[src/rtl/seq_divider.sv]
// seq_divider: iterative restoring divider for signed/unsigned operands with start/busy/done handshake
module seq_divider #(
    parameter int WIDTH = 8
) (
    input  logic             clk,
    input  logic             rst,
    input  logic             start,
    input  logic [WIDTH-1:0] dividend,
    input  logic [WIDTH-1:0] divisor,
    input  logic             is_signed,
    output logic             busy,
    output logic             done,
    output logic [WIDTH-1:0] quotient,
    output logic [WIDTH-1:0] remainder,
    output logic             div_by_zero
);
    localparam int CW = $clog2(WIDTH + 1);

    typedef enum logic [1:0] {IDLE, CALC, FIX, DONE} state_t;

    state_t           r_state;
    state_t           w_next;
    logic [WIDTH-1:0] r_dvd;
    logic [WIDTH-1:0] r_dvs;
    logic [WIDTH-1:0] r_rem;
    logic [WIDTH-1:0] r_raw;
    logic [CW-1:0]    r_cnt;
    logic             r_sign_q;
    logic             r_sign_r;
    logic             r_zero;
    logic             w_dvd_neg;
    logic             w_dvs_neg;
    logic [WIDTH-1:0] w_dvd_mag;
    logic [WIDTH-1:0] w_dvs_mag;
    logic [WIDTH:0]   w_shift;
    logic [WIDTH:0]   w_diff;

    assign w_dvd_neg = is_signed & dividend[WIDTH-1];
    assign w_dvs_neg = is_signed & divisor[WIDTH-1];
    assign w_dvd_mag = w_dvd_neg ? -dividend : dividend;
    assign w_dvs_mag = w_dvs_neg ? -divisor : divisor;
    // The shifted partial remainder is WIDTH+1 bits so the trial subtraction's MSB is a clean borrow
    assign w_shift   = {r_rem, r_dvd[WIDTH-1]};
    assign w_diff    = w_shift - {1'b0, r_dvs};

    // State register
    always_ff @(posedge clk or posedge rst) begin
        if (rst) r_state <= IDLE;
        else     r_state <= w_next;
    end

    // Next-state: CALC runs until the counter would hit zero, FIX and DONE last one cycle each
    always_comb begin
        w_next = r_state;
        case (r_state)
            IDLE:    w_next = start ? CALC : IDLE;
            CALC:    w_next = (r_cnt == CW'(1)) ? FIX : CALC;
            FIX:     w_next = DONE;
            default: w_next = IDLE;
        endcase
    end

    // Handshake outputs decoded from state
    always_comb begin
        busy = (r_state != IDLE);
        done = (r_state == DONE);
    end

    // Datapath: capture magnitudes and signs, shift/subtract per bit, then sign-fix into the outputs
    always_ff @(posedge clk or posedge rst) begin
        if (rst) begin
            r_dvd       <= '0;
            r_dvs       <= '0;
            r_rem       <= '0;
            r_raw       <= '0;
            r_cnt       <= '0;
            r_sign_q    <= 1'b0;
            r_sign_r    <= 1'b0;
            r_zero      <= 1'b0;
            quotient    <= '0;
            remainder   <= '0;
            div_by_zero <= 1'b0;
        end else if (r_state == IDLE && start) begin
            r_dvd    <= w_dvd_mag;
            r_dvs    <= w_dvs_mag;
            r_rem    <= '0;
            r_raw    <= dividend;
            r_cnt    <= CW'(WIDTH);
            r_sign_q <= w_dvd_neg ^ w_dvs_neg;
            r_sign_r <= w_dvd_neg;
            r_zero   <= (divisor == '0);
        end else if (r_state == CALC) begin
            r_rem <= w_diff[WIDTH] ? w_shift[WIDTH-1:0] : w_diff[WIDTH-1:0];
            r_dvd <= {r_dvd[WIDTH-2:0], ~w_diff[WIDTH]};
            r_cnt <= r_cnt - 1'b1;
        end else if (r_state == FIX) begin
            quotient    <= r_zero ? '1 : (r_sign_q ? -r_dvd : r_dvd);
            remainder   <= r_zero ? r_raw : (r_sign_r ? -r_rem : r_rem);
            div_by_zero <= r_zero;
        end
    end
endmodule

[config.mk]
export PLATFORM = sky130hd
export DESIGN_NAME = seq_divider
export DESIGN_NICKNAME = d
export VERILOG_FILES = /design/src/rtl/seq_divider.sv
export SDC_FILE = /design/constraint.sdc
export NUM_CORES = 1
export LEC_CHECK = 0
export ABC_AREA = 1
export CAP_MARGIN = 10
export CORE_UTILIZATION = 55
export DETAILED_ROUTE_END_ITERATION = 10
export DONT_BUFFER_PORTS = 1
export GPL_TIMING_DRIVEN = 0
export PLACE_DENSITY = 0.69
export SLEW_MARGIN = 40
export SYNTH_ARGS = -nofsm -noshare
export SYNTH_HDL_FRONTEND = slang
export SYNTH_SLANG_ARGS = --single-unit
[constraint.sdc]
create_clock -name clk -period 4.45 [get_ports clk]
set_clock_uncertainty 0.15 [all_clocks]
set_input_delay 0.6675 -clock clk [delete_from_list [all_inputs] [get_ports clk]]
set_output_delay 0.6675 -clock clk [all_outputs]
set_load 0.05 [all_outputs]
* Yosys cells after proc, flatten, opt, wreduce, memory -nomap -nowiden
Cells that the tools add are included.
** Word-level totals
- Bits in registers :: 58
- Output and inout bits :: 19
** Cells by class
- Add/sub/neg operators :: 6
- Equal/unequal tests :: 4
- Mux-type cells :: 16
- Bitwise logic cells :: 6
- Reduce and logical (&&, ||, !) cells :: 6
** Operator list (number)
- $mux 8 :: 11
- $neg 8->8 :: 4
- $sub 9x8->9 :: 1
- $logic_not 8->1 :: 1
- $mux 4 :: 2
- $pmux 2 s3 :: 1
- $eq 2x2->1 const B :: 2
- $eq 4x1->1 const B :: 1
- $reduce_bool 2->1 :: 2
- $sub 4x1->4 const B :: 1
- $not 1->1 :: 3
- $reduce_and 3->1 :: 1
- $and 1x1->1 :: 2
- $eq 2x1->1 const B :: 1
- $logic_not 2->1 :: 1
- $mux 2 :: 1
- $logic_and 1x1->1 :: 1
- $mux 1 :: 1
- $xor 1x1->1 :: 1

* Depth between registers and ports, before layout
- Depth in word-level cells :: 4
- Gate-level depth with buffers :: 13
- Mapped depth without buffers :: 13

* Worst setup path after synthesis
OpenSTA, ideal clock, no wires.
- Path type :: flip-flop to flip-flop
- Start :: register r_dvd[7]
- End :: register r_rem[1]
- Data arrival time :: 1.771 ns
- Slack :: 2.412 ns
- Stages on the path, launching flop included :: 14
- Path buffers :: 0
- Clock period less this slack :: 2.038 ns
- Path through :: dfrtp_1 -> inv_1 -> ha_1 -> fa_1 -> inv_1 -> nand2_1 -> nand2_1 -> nand3_1 -> nand2_1 -> nand2_1 -> nand2_2 -> nand2_1 -> nand3_1 -> nand2_1
** Between the ends
- Word-level cells in the longest chain between the ends :: 4
** Ends and longest elaborated chain
- start, declared :: RTL line 23 : logic [WIDTH-1:0] r_dvd;
- start signal, assigned :: RTL line 84 : r_dvd <= w_dvd_mag;
- start signal, assigned :: RTL line 94 : r_dvd <= {r_dvd[WIDTH-2:0], ~w_diff[WIDTH]};
- $sub 9x8->9 :: RTL line 44 : assign w_diff = w_shift - {1'b0, r_dvs};
- $mux 8 :: RTL line 93 : r_rem <= w_diff[WIDTH] ? w_shift[WIDTH-1:0] : w_diff[WIDTH-1:0];
- $mux 8 :: RTL line 92 : end else if (r_state == CALC) begin
- $mux 8 :: RTL line 83 : end else if (r_state == IDLE && start) begin
- end signal, assigned :: RTL line 93
- end, declared :: RTL line 25 : logic [WIDTH-1:0] r_rem;
Every way passes these cells. The select of a mux whose other input is x is not followed.
A chain may end at the register's enable or synchronous reset.

* Final worst setup path
- Start :: register r_dvd[7]
- End :: register r_rem[2]
Same word-level chain as after synthesis.

==> results.cfg <==
[status]
status = finished, final reports clean

[synthesis]
postSynthCellCount = 476
avgSynthCellArea_um2 = 7.40
netlist_area_um2 = 3520
synth_fp_nets = 511
synth-seq-cells = 58
ys_warn_count = 0
ys_seq_area_frac = 0.412
synth.distinct_cells = 32

[clock_network]
clkLatencyLatePin_ns = 0.34
post-cts-setup-buffers = 0
cts-buffers-inserted = 9
cts_resized = 0
cts_tree = yes
clock_path_buffers = 2
cts_root_buffer = clkbuf_8
cts.sinks = 58
cts-htree-levels = 3
path_clk_slew_ns = 0.07
ctsHoldBuffers = 1

[power]
leakagePower_nw = 1.99
switchingPower_mw = 1.72
pwr-share-comb = 0.503
p_total_mw = 3.33
clockPowerShare = 0.133
peakVddDrop_v = 0.000481
powerDensity_nw_per_um2 = 870
power_frac_seq = 0.365
power.share.switching = 0.516
internal-power_mw = 1.61

[global_routing]
grt_pass1_wl_mm = 13.7
grt_start_max_net_pins = 43
grtUsageTotal = 0.277
grt_pass1_vias = 2870
antenna_found_initial = 0
grt_remaining_overflow = 0

[final_layout]
layout-drive-gt1-share = 0.0830
nNetsFinal = 524
fin_util = 0.632
final_cell_mix = nand2_1 (128), inv_1 (74), nand3_1 (60)
area_growth_pct = 8.70
antenna_cells = 0
final_common_cell = nand2_1

[floorplan]
rows = 28
die_area_um2 = 6730
dieHeight_um = 82.0
fp.dieW_um = 82.0
boundaryPins = 39
start_util = 0.581
coreArea_um2 = 6060

[route]
drt_wl_total_mm = 8.24
dr.pass1.iters = 5
ant_nets = 0
routed-via-count = 3113
viasPerCell = 5.47
drc_errors = 0
drt_iter0_markers = 263
wl_per_cell_um = 14.5

[job]
drv_cap = 0

[setup_path]
end_kind = flop
r2r_end = r_rem[2]$_DFFE_PP0P_
crit_top_cell = nand2_1
cp_slowest_cell = fa_1
reg2reg_slack_ns = 2.10
crit_type = flop to flop
cp.arrival_ns = 2.43
path_buf_inv = 2
crit_required_ns = 4.53
cpPeakStageDelay_ns = 0.41
ff2ff_path_depth = 13
reg2reg_from = r_dvd[7]$_DFFE_PP0P_
cp-start-kind = flop
crit_start = r_dvd[7]$_DFFE_PP0P_
crit_chain = inv_1 -> ha_1 -> fa_1 -> inv_1 -> nand2_1 -> nand2_1 -> nand3_1 -> nand2_1 -> nand2_1 -> nand2_2 -> nand2_1 -> nand3_1 -> nand2_1
path_max_fanout = 6
cp_top_family = simple AND/OR/NAND/NOR gates

[timing]
setup_violations = 0
finalHoldViolations = 0
timing.final.crit_share = 0.529
rsz0062_at_grt = false
relSlewSlack = 0.583
timing.fmax_ghz = 0.425
period_needed_ns = 2.35
drv_slew = 0
tns_ns = 0
worst_pin_slew_ns = 0.625

[placement]
gp_congestion = 0.823
post-dp-hpwl_mm = 6.34
portBuffers = 0

[hold_path]
min_path_type = input pin to flop
min_to = r_zero$_DFFE_PP0P_
worstHoldStart = divisor[7]
whs_path_depth = 1
==> how the worst max path moves through the flow <==
stage                              end  depth (start not counted)
2_1_floorplan  div_by_zero$_DFFE_PP0P_                          1
3_3_place_gp      r_dvs[2]$_DFFE_PP0P_                          1
3_5_place_dp      r_rem[1]$_DFFE_PP0P_                         13
4_1_cts           r_rem[1]$_DFFE_PP0P_                         13
5_1_grt           r_rem[1]$_DFFE_PP0P_                         13
6_report          r_rem[2]$_DFFE_PP0P_                         13
==> layout make-up <==
class,count,area [µm²]
Tap cell,75,93.8
Fill cell,567,2230
Buffer,12,61.3
Inverter,80,303
Multi-Input combinational cell,326,1710
Timing Repair Buffer,2,30.0
Sequential cell,58,1450
Clock buffer,10,138
Clock inverter,6,42.5
==> power by group through the flow <==
stage          clock network (mW)  logic [mW]  registers (mW)
2_1_floorplan                   0        1.34            1.16
3_3_place_gp                    0        1.62            1.21
3_5_place_dp                    0        1.66            1.22
4_1_cts                     0.447        1.67            1.21
5_1_grt                     0.470        1.96            1.25
6_report                    0.441        1.68            1.21
==> registers in the layout (all words and copies together) (netlist names) <==
signal and flops:
r_raw 8, r_dvs 8, r_rem 8, remainder 8, r_sign_r 1, r_zero 1, div_by_zero 1, quotient 8
r_state 2, r_dvd 8, r_cnt 4, r_sign_q 1
==> worst register-to-register path, stage by stage, from the launching register on <==
cell	delay, ns
dfrtp_1	0.34
inv_1	0.10
ha_1	0.26
fa_1	0.41
inv_1	0.07
nand2_1	0.04
nand2_1	0.12
nand3_1	0.13
nand2_1	0.10
nand2_1	0.14
nand2_2	0.18
nand2_1	0.08
nand3_1	0.07
nand2_1	0.05
==> layer usage <==
layer  global-route usage  vias to the layer above  part of all wire
met3               0.0500                       15             0.055
met2                0.402                      108              0.42
met1                0.410                     1420              0.50
li1                     -                     1570                 -
met4               0.0947                        0             0.016
met5                    0                        -                 0
==> metrics by stage <==
| step | std cells | hold WS [ns] | setup slack [ns] | instance area, µm² |
|---|---|---|---|---|
| 5_1_grt | 569 | 0.251 | 1.89 | 3830 |
| 2_1_floorplan | 476 | 0.303 | 2.20 | 3520 |
| 4_1_cts | 569 | 0.253 | 2.10 | 3830 |
| 6_report | 569 | 0.260 | 2.10 | 3830 |
| 3_5_place_dp | 552 | 0.328 | 2.14 | 3640 |
| 3_3_place_gp | 551 | 0.319 | 1.60 | 3620 |
==> kinds of logic after synthesis <==
logic type / share of synthesized area
AND/OR/NAND/NOR: 0.288
buffers and inverters: 0.103
AO/OA/AOI/OAI: 0.118
flip-flops: 0.412
adder cells (fa/ha/maj): 0.0554
XOR/XNOR: 0.0249
==> Yosys cell counts (all sizes together) <==
library cell    n  share of area
a21o            1         0.0021
a21oi          10          0.014
a31oi           5         0.0089
buf             9          0.014
clkbuf          3         0.0032
dfrtp          58           0.41
fa              1         0.0057
ha             14          0.050
inv            80          0.085
nand2         129           0.14
nand3          60          0.085
nand3b          4         0.0085
nand4           2         0.0036
nor2           31          0.043
nor3            5         0.0071
o211ai          7          0.015
o21a            1         0.0021
o21ai          30          0.043
o21bai          3         0.0064
o221ai          3         0.0075
o22ai           8          0.014
o41ai           1         0.0046
or2             1         0.0025
xnor2           2         0.0050
xor2            8          0.020
Note: power is estimated with default switching activity, not from simulation.
